--- src/rtl/pipe_pkg.sv ---
// Shared types and constants for the decode-stage bypass controller.
// Register indices are held at a fixed maximum width so slot_t needs no module parameter.
package pipe_pkg;

  localparam int unsigned REG_W_MAX = 8;

  typedef logic [REG_W_MAX-1:0] reg_idx_t;

  localparam reg_idx_t REG_ZERO = '0;

  // Bit positions inside each {forward_ra, forward_rb} bypass select
  localparam int unsigned BP_RA = 1;
  localparam int unsigned BP_RB = 0;

  typedef struct packed {
    logic     v;
    reg_idx_t rd;
    logic     we;
    logic     ld;
  } slot_t;

  localparam int unsigned SLOT_W = $bits(slot_t);

endpackage

--- src/rtl/bp_match.sv ---
// Compares one in-flight slot against one decode source port.
// Hits only for a live writer of a non-zero register that the decode instruction actually reads.
module bp_match
  import pipe_pkg::*;
#(
  parameter int unsigned ADDR_SIZE = 5
) (
  input  logic [SLOT_W-1:0]    slot_i,
  input  logic                 valid_i,
  input  logic                 use_i,
  input  logic [ADDR_SIZE-1:0] src_i,
  output logic                 hit_o
);

  slot_t slot;
  logic  writer;
  logic  unused_ld;

  assign slot      = slot_t'(slot_i);
  assign unused_ld = slot.ld;

  assign writer = slot.v & slot.we & (slot.rd != REG_ZERO);
  assign hit_o  = valid_i & use_i & writer & (slot.rd == reg_idx_t'(src_i));

endmodule

--- src/rtl/bypass_ctrl.sv ---
// Decode-stage hazard and forwarding controller for the 5-stage pipeline.
// Tracks EX/MEM/WB destinations, drives bypass selects and the load-use stall/bubble.
module bypass_ctrl
  import pipe_pkg::*;
#(
  parameter int unsigned ADDR_SIZE = 5,
  parameter int unsigned CNT_W     = 32
) (
  input  logic                 clk,
  input  logic                 rst,
  input  logic                 D_valid,
  input  logic [ADDR_SIZE-1:0] D_ra,
  input  logic [ADDR_SIZE-1:0] D_rb,
  input  logic                 D_use_ra,
  input  logic                 D_use_rb,
  input  logic [ADDR_SIZE-1:0] D_rd,
  input  logic                 D_we,
  input  logic                 D_ld,
  input  logic                 flush,
  input  logic                 ext_stall,
  output logic [1:0]           EX_D_bp,
  output logic [1:0]           MEM_D_bp,
  output logic [1:0]           WB_D_bp,
  output logic                 D_stall,
  output logic                 EX_bubble,
  output logic                 WB_we_trk,
  output logic [CNT_W-1:0]     stall_cnt
);

  slot_t ex_q, ex_d, mem_q, wb_q;
  logic [CNT_W-1:0] stall_cnt_q, stall_cnt_d;

  // Index 0 = EX, 1 = MEM, 2 = WB
  logic [SLOT_W-1:0] stage_slot [3];
  logic [2:0]        hit_ra;
  logic [2:0]        hit_rb;
  logic              load_use;
  logic              stall_inc;

  assign stage_slot[0] = ex_q;
  assign stage_slot[1] = mem_q;
  assign stage_slot[2] = wb_q;

  for (genvar g = 0; g < 3; g++) begin : g_stage
    bp_match #(
      .ADDR_SIZE(ADDR_SIZE)
    ) u_match_ra (
      .slot_i (stage_slot[g]),
      .valid_i(D_valid),
      .use_i  (D_use_ra),
      .src_i  (D_ra),
      .hit_o  (hit_ra[g])
    );

    bp_match #(
      .ADDR_SIZE(ADDR_SIZE)
    ) u_match_rb (
      .slot_i (stage_slot[g]),
      .valid_i(D_valid),
      .use_i  (D_use_rb),
      .src_i  (D_rb),
      .hit_o  (hit_rb[g])
    );
  end

  // A load in EX has no data yet, so its match becomes a stall instead of a forward
  assign load_use  = (hit_ra[0] | hit_rb[0]) & ex_q.ld;
  assign stall_inc = load_use & ~flush & ~ext_stall;

  always_comb begin
    EX_D_bp  = '0;
    MEM_D_bp = '0;
    WB_D_bp  = '0;

    EX_D_bp[BP_RA]  = hit_ra[0] & ~ex_q.ld;
    EX_D_bp[BP_RB]  = hit_rb[0] & ~ex_q.ld;
    MEM_D_bp[BP_RA] = hit_ra[1] & ~hit_ra[0];
    MEM_D_bp[BP_RB] = hit_rb[1] & ~hit_rb[0];
    WB_D_bp[BP_RA]  = hit_ra[2] & ~hit_ra[1] & ~hit_ra[0];
    WB_D_bp[BP_RB]  = hit_rb[2] & ~hit_rb[1] & ~hit_rb[0];
  end

  // Freeze dominates; a flushed instruction is killed so it never needs the stall
  always_comb begin
    D_stall   = ext_stall | (load_use & ~flush);
    EX_bubble = ~ext_stall & (flush | load_use);
  end

  always_comb begin
    ex_d = '0;
    if (!EX_bubble) begin
      ex_d.v  = D_valid;
      ex_d.rd = reg_idx_t'(D_rd);
      ex_d.we = D_we;
      ex_d.ld = D_ld;
    end
  end

  always_comb begin
    stall_cnt_d = stall_cnt_q;
    if (stall_inc && !(&stall_cnt_q)) begin
      stall_cnt_d = stall_cnt_q + CNT_W'(1);
    end
  end

  always_ff @(posedge clk) begin
    if (rst) begin
      ex_q        <= '0;
      mem_q       <= '0;
      wb_q        <= '0;
      stall_cnt_q <= '0;
    end else if (!ext_stall) begin
      wb_q        <= mem_q;
      mem_q       <= ex_q;
      ex_q        <= ex_d;
      stall_cnt_q <= stall_cnt_d;
    end
  end

  assign WB_we_trk = wb_q.v & wb_q.we;
  assign stall_cnt = stall_cnt_q;

endmodule

--- config.mk ---
export PLATFORM = sky130hd
export DESIGN_NAME = bypass_ctrl
export DESIGN_NICKNAME = d
export VERILOG_FILES = /design/src/rtl/pipe_pkg.sv /design/src/rtl/bp_match.sv /design/src/rtl/bypass_ctrl.sv
export SDC_FILE = /design/constraint.sdc
export NUM_CORES = 1
export LEC_CHECK = 0
export BUFFER_PORTS_ARGS = -buffer_cell sky130_fd_sc_hd__clkbuf_2
export CAP_MARGIN = 40
export CORE_MARGIN = 3
export CORE_UTILIZATION = 40
export CTS_BUF_LIST = sky130_fd_sc_hd__clkbuf_8
export CTS_CLUSTER_DIAMETER = 80
export DETAILED_ROUTE_END_ITERATION = 7
export SYNTH_ARGS = -nofsm -noshare
export SYNTH_HDL_FRONTEND = slang
export SYNTH_SLANG_ARGS = --single-unit
--- constraint.sdc ---
create_clock -name clk -period 2.75 [get_ports clk]
set_input_delay 0.4125 -clock clk [delete_from_list [all_inputs] [get_ports clk]]
set_output_delay 0.4125 -clock clk [all_outputs]
set_load 0.01 [all_outputs]
==> metrics, run 1 <==
IO buf count 64; initial antenna violation count 0; setup violators final 0; count of cell types in the netlist 41; Area Overhead vs Synth 18.2%; fillcell total 701; pwr/cell area 380 nW/um2; Routed met2 length 3340 um; Clock Tree Root clkbuf_8; Horiz. Die Dim 92.1 um; vias in the first global route 2572; Gate Count Post-Synth 348; fin crit share 96.4%; Worst Hold Depth 2; share of layout cells above drive strength 1 24.8%; H-tree depth 2; routed wl met3 297 um; largest net degree at the start of global routing 37; GRT overflow 0; final WL 7330 um; Routed met1 length 3640 um; status completed; CP cell instances or4_1 -> o211ai_2 -> nor4b_1 -> buf_4 -> o21a_2 -> a21o_1 -> clkbuf_2; Antenna Nets Post-Route 0; setup ws final 0.0982 ns; VDD IR max 191 uV; max cap viols 0; worst min-delay path class input port to register; Worst-Skew Late Latency 0.31 ns; final hold violation count 0; Die Span Y 92.1 um; critical path type register to output pin; Post-synth EDFFs 0; HPWL after DPL 5520 um; Rel. slew slack 43.6%; slew at the pin closest to its max-slew limit 0.845 ns; Via density 5.43; first-pass GRT wire length 12500 um; sequential area share after synthesis 36.4%; fmax 377 MHz; GPL Wtd Cong 0.837; Synth Flop Type dfxtp_1; CTS tree done; Worst Skew 0.0108 ns; die area 8490 um2; initial drt markers 101; slowest stage cell on the critical path or4_1; # IOs 65; Slew Limit Fails 0; cell area after synthesis 2970 um2; FFs w/ async S/R, synth 0%; Tot Pwr 1.33 mW; Place WS 0.294 ns; hold path endpoint ex_q[6]$_SDFFE_PP0N_; Remaining DRCs 0; Top Metal Used met4; CTS Sinks 54; Synth Warn # 0; number of diodes 0; Worst Hold Launch D_rd[4]; clk buf depth 2; Mapped Avg Cell Area 8.53 um2; row count 30; Worst Reg-to-Reg Cells 7; Reg2Reg Launch Point ex_q[6]$_SDFFE_PP0N_; CP required 2.34 ns; CP endpoint kind output pin; register clock-pin slew on the reported worst setup and hold paths 0.08 ns; wire length per cell 14.4 um; Initial Util 42.5%; crit path time final 2.65 ns; Mapped Nets 373; total CTS buffers 5; crit path max fanout 5; r2r endpoint stall_cnt[24]$_SDFFE_PP0P_; Synth Register Bits 54; crit-path max cell delay 0.57 ns; Worst Setup Start Kind register; Lkg Pwr 1.33 nW; worst reg-to-reg setup slack 0.19 ns; Core ar. 6980 um2; Vias 2756; CP arrival 2.24 ns; fin nets 437; Pre-Repair DR Iteration Count 4; gr usage total 17.9%
cell usage after synthesis, types with 4 or more instances:
master / instances / share of area, %
dfxtp_1: 54 / 36
nor2_1: 36 / 4.6
xnor2_1: 26 / 7.7
a21oi_1: 21 / 3.5
nand4_1: 19 / 4.0
o21ai_0: 18 / 3.0
nand2_1: 17 / 2.2
or3_1: 16 / 3.4
mux2i_1: 15 / 5.1
nand3_1: 11 / 1.9
nor2b_1: 11 / 2.3
or4_1: 11 / 2.8
clkbuf_1: 10 / 1.3
mux2_2: 10 / 3.8
a22o_1: 7 / 2.1
and3_1: 7 / 1.5
nor3_1: 7 / 1.2
nor4_1: 7 / 1.5
o31ai_1: 5 / 1.3
buf_1: 4 / 0.51
xor2_1: 4 / 1.2
through the flow:
stage               util, %  std cells  area, um2  setup TNS (ns)  hold slack (ns)
floorplan                 -        348       2970               0            0.455
global placement       48.9        500       3410               0            0.473
detailed placement     48.9        500       3410               0            0.486
CTS                    50.0        507       3490               0            0.313
global route           50.2        508       3510         -0.0135            0.314
finish                 50.2        508       3510               0            0.327
worst max-delay path: cells and delay by family (launching register included):
family / cells / cell delay [ns]
simple gates: 2 / 0.66
flops: 1 / 0.35
buf+inv: 2 / 0.27
compound gates: 3 / 0.66
layout by cell type (no fill, tap or decap), types with 3 or more instances in the layout:
cell,count
clkbuf_2,64
dfxtp_1,51
nor2_1,36
xnor2_1,26
a21oi_1,21
nand4_1,19
nand2_1,17
o21ai_0,17
or3_1,16
mux2i_1,15
or4_1,11
nor2b_1,11
nand3_1,11
mux2_2,10
buf_4,10
nor4_1,7
nor3_1,7
and3_1,7
a22o_1,7
inv_1,5
o31ai_1,5
clkbuf_8,5
xor2_1,4
nor3b_1,3
nand2b_1,3
dfxtp_2,3
state kept, by name, indices dropped and copies added, names as in the netlist:
register,count
stall_cnt,32
stage_slot,7
mem_q,7
ex_q,8
kinds of logic (layout without fill, tap and decap cells):
group	Yosys count	after routing	synth area share, %
flip-flops	54	54	36.4
XOR/XNOR	30	30	8.85
adder cells (fa/ha/maj)	1	1	0.422
buffers and inverters	20	84	2.66
AO/OA/AOI/OAI	59	59	12.4
multiplexers	25	25	8.85
AND/OR/NAND/NOR	159	159	30.4
metal layers:
| metal | vias up | global-route usage, % |
|---|---|---|
| met3 | 5 | 4.10 |
| met1 | 1300 | 25.3 |
| met4 | 0 | 3.34 |
| li1 | 1404 | - |
| met5 | - | 0 |
| met2 | 47 | 28.1 |
power by group:
group | total, mW | internal, mW | switching [mW]
sequential | 0.800 | 0.789 | 0.0111
combinational | 0.113 | 0.0538 | 0.0594
clock | 0.417 | 0.169 | 0.248
total | 1.33 | 1.01 | 0.319
worst max path at each step:
stage | startpoint | end | slack [ns] | cells past startpoint
2_1_floorplan | stall_cnt[0]$_SDFFE_PP0P_ | stall_cnt[4]$_SDFFE_PP0P_ | 0.67 | 8
3_3_place_gp | D_rb[3] | EX_bubble | 0.22 | 8
3_5_place_dp | D_rb[2] | stall_cnt[24]$_SDFFE_PP0P_ | 0.29 | 7
4_1_cts | ex_q[5]$_SDFFE_PP0N_ | EX_bubble | 0.05 | 7
5_1_grt | ex_q[3]$_SDFFE_PP0N_ | EX_bubble | -0.01 | 8
6_report | ex_q[3]$_SDFFE_PP0N_ | D_stall | 0.1 | 7
what timing repair did:
action,4_1_cts,5_1_grt
setup endpoints to repair,0,2
hold buffers,0,0
setup buffers,0,1
gates resized for setup,0,5
layout make-up:
cell class / count / area, um2 / area share (%)
Inverter: 3 / 11.3 / 0.321
Timing Repair Buffer: 74 / 395 / 11.3
Tap cell: 96 / 120 / 3.42
Clock inverter: 2 / 7.51 / 0.214
Multi-Input combinational cell: 274 / 1820 / 51.9
Sequential cell: 54 / 1080 / 30.9
Clock buffer: 5 / 68.8 / 1.96
Note: power is estimated with default switching activity, not from simulation.
==> run 2: changes to the inputs <==
--- a/config.mk
+++ b/config.mk
@@ -5,6 +5,7 @@
 export SDC_FILE = /design/constraint.sdc
 export NUM_CORES = 1
 export LEC_CHECK = 0
+export ABC_AREA = 1
 export BUFFER_PORTS_ARGS = -buffer_cell sky130_fd_sc_hd__clkbuf_2
 export CAP_MARGIN = 40
 export CORE_MARGIN = 3
==> run 2 against run 1 <==
  * Clock-buffer cell count is 1 higher
  * Die area grew 12%
  * Utilization shrank 1.2 points
  * Global-route usage increased by 2.6 points
  * Sequential power rose by 2.9%
  * Worst hold slack got worse by 0.0041 ns
  * Via count is 23% higher
  * Clock skew up 0.0029 ns
  * Combinational power increased by 26%
  * Design area up 11%
  * Area after synthesis grew 13%
  * Setup slack improved by 0.41 ns
  * Largest cell class unchanged
==> metrics, run 2 <==
Vias 3384 (was 2756); GRT overflow 0 (unchanged); row count 32 (was 30); H-tree depth 2 (unchanged); CP arrival 1.82 ns (was 2.24 ns); wire length per cell 14.3 um (was 14.4 um); CP endpoint kind output pin (unchanged); crit path max fanout 4 (was 5); Rel. slew slack 69.5% (was 43.6%); Worst-Skew Late Latency 0.31 ns (about the same); VDD IR max 210 uV (was 191 uV); total CTS buffers 5 (unchanged); CP required 2.34 ns (about the same); fin crit share 81.3% (was 96.4%); sequential area share after synthesis 32.3% (was 36.4%); FFs w/ async S/R, synth 0% (unchanged); Slew Limit Fails 0 (unchanged); HPWL after DPL 7430 um (was 5520 um); proportion of netlist area held by the largest area contributor 32.3% (was 36.4%); critical path type register to output pin (unchanged); Via density 5.04 (was 5.43); clk buf depth 2 (unchanged); number of diodes 0 (unchanged); Worst Skew 0.0137 ns (was 0.0108 ns); first-pass GRT wire length 16100 um (was 12500 um); fmax 447 MHz (was 377 MHz); pwr/cell area 420 nW/um2 (was 380 nW/um2); final WL 9570 um (was 7330 um); Horiz. Die Dim 97.5 um (was 92.1 um); initial drt markers 178 (was 101); most frequent cells in the layout nand2_1, clkbuf_2, nor2_1, dfxtp_1, a21oi_1 (was clkbuf_2, dfxtp_1, nor2_1); Mapped Avg Cell Area 6.58 um2 (was 8.53 um2); Die Span Y 97.5 um (was 92.1 um); Antenna Nets Post-Route 0 (unchanged); Post-CTS Hold Fix Bufs 0 (unchanged); Gate Count Post-Synth 509 (was 348); Tot Pwr 1.63 mW (was 1.33 mW); IO buf count 64 (unchanged); Setup TNS Final 0 ns (unchanged); initial antenna violation count 0 (unchanged); largest area contributor in the netlist dfxtp_1 (unchanged); share of layout cells above drive strength 1 18.8% (was 24.8%); status completed (unchanged); Synth area leaders dfxtp_1, nand2_1, xor2_1 (was dfxtp_1, xnor2_1, mux2i_1); most numerous cell in the Yosys netlist nand2_1 (was dfxtp_1); Post-synth EDFFs 0 (unchanged); Initial Util 42.3% (was 42.5%); slew at the pin closest to its max-slew limit 0.457 ns (was 0.845 ns); Lkg Pwr 1.61 nW (was 1.33 nW); worst min-delay path class input port to register (unchanged); vias in the first global route 3218 (was 2572); Worst setup startpoint ex_q[4]$_SDFFE_PP0N_ (was ex_q[3]$_SDFFE_PP0N_); register clock-pin slew on the reported worst setup and hold paths 0.11 ns (was 0.08 ns); commonest non-fill, non-tap cell in the layout nand2_1 (was clkbuf_2); cell area after synthesis 3350 um2 (was 2970 um2); Largest register FFs 32 (unchanged); Remaining DRCs 0 (unchanged); synth cell count leaders nand2_1, dfxtp_1, nor2_1 (was dfxtp_1, nor2_1, xnor2_1); # IOs 65 (unchanged); Synth Register Bits 54 (unchanged); Synth Warn # 0 (unchanged); Reg2Reg Launch Point ex_q[5]$_SDFFE_PP0N_ (was ex_q[6]$_SDFFE_PP0N_); fin nets 593 (was 437); Core ar. 7930 um2 (was 6980 um2); die area 9510 um2 (was 8490 um2); Mapped Nets 534 (was 373); gr usage total 20.5% (was 17.9%); crit path time final 2.24 ns (was 2.65 ns); # Post-CTS Setup Buffers 0 (unchanged); GPL Wtd Cong 0.963 (was 0.837); Synth Flop Type dfxtp_1 (unchanged); max cap viols 0 (unchanged); final hold violation count 0 (unchanged); RSZ-0062 raised after global routing no; CTS Sinks 54 (unchanged); CTS tree done (unchanged); setup violators final 0 (unchanged); Clock Tree Root clkbuf_8 (unchanged); Area Overhead vs Synth 15.9% (was 18.2%); count of cell types in the netlist 34 (was 41); largest net degree at the start of global routing 33 (was 37); Post-CTS Resized 0 (unchanged); Pre-Repair DR Iteration Count 4 (unchanged); Worst Hold Launch D_rd[2] (was D_rd[4]); Worst Setup Start Kind register (unchanged); fillcell total 868 (was 701)
==> run 2: worst max-delay path: stages (launching register included) <==
cell and delay, ns:
dfxtp_1 0.44, inv_1 0.11, or2_1 0.22, and3_1 0.14
nand4_1 0.15, inv_1 0.07, nor3b_1 0.21, clkbuf_2 0.17
==> run 2: path summary, 6_finish.rpt <==
kind	slack (ns)	endpoint	depth (start not counted)
min	0.32	ex_q[4]$_SDFFE_PP0N_	3
min reg2reg	0.49	stage_slot[1]$_SDFFE_PP0N_	2
max	0.51	WB_D_bp[1]	7
max reg2reg	0.76	stall_cnt[3]$_SDFFE_PP0P_	10
==> run 2: report_power, final <==
part	leakage, nW	internal [mW]	switching [mW]
sequential	0.439	0.799	0.0232
clock	0.0714	0.389	0.278
combinational	1.10	0.0547	0.0877
total	1.61	1.24	0.389
==> run 2: layout make-up <==
class	instances	area, um2	area share [%]
clock buffers	6	82.6	2.13
repair buffers	68	350	9.02
clock inverters	2	60.1	1.55
well taps	102	128	3.29
inverters	41	154	3.96
flip-flops and latches	54	1080	27.8
multi-input cells	398	2030	52.2
==> run 2: cell families after synthesis <==
kind of cell / count (synthesis) / share of synthesized area, %
and+or+nand+nor: 273 / 34.9
AOI/OAI and AO/OA: 78 / 13.2
buffers and inverters: 57 / 7.21
DFF: 54 / 32.3
adders and majority gates: 1 / 0.373
xor gates and xnor gates: 46 / 12.0
==> run 2: per-layer routing <==
layer | up-vias | global-route usage, % | part of all wire (%)
met1 | 1558 | 31.6 | 53
met3 | 6 | 3.16 | 5.1
met5 | - | 0 | 0
li1 | 1745 | - | -
met2 | 75 | 29.9 | 42
met4 | 0 | 4.15 | 0.69
==> run 2: stage by stage <==
step	instances	util (%)	area [um2]	worst slack (ns)	hold WS, ns
after floorplan	509	-	3350	1.09	0.450
after global placement	663	47.2	3740	0.783	0.466
after detailed placement	663	47.2	3740	0.706	0.471
after CTS	671	49.0	3880	0.542	0.311
after global routing	671	49.0	3880	0.361	0.308
final	671	49.0	3880	0.513	0.323
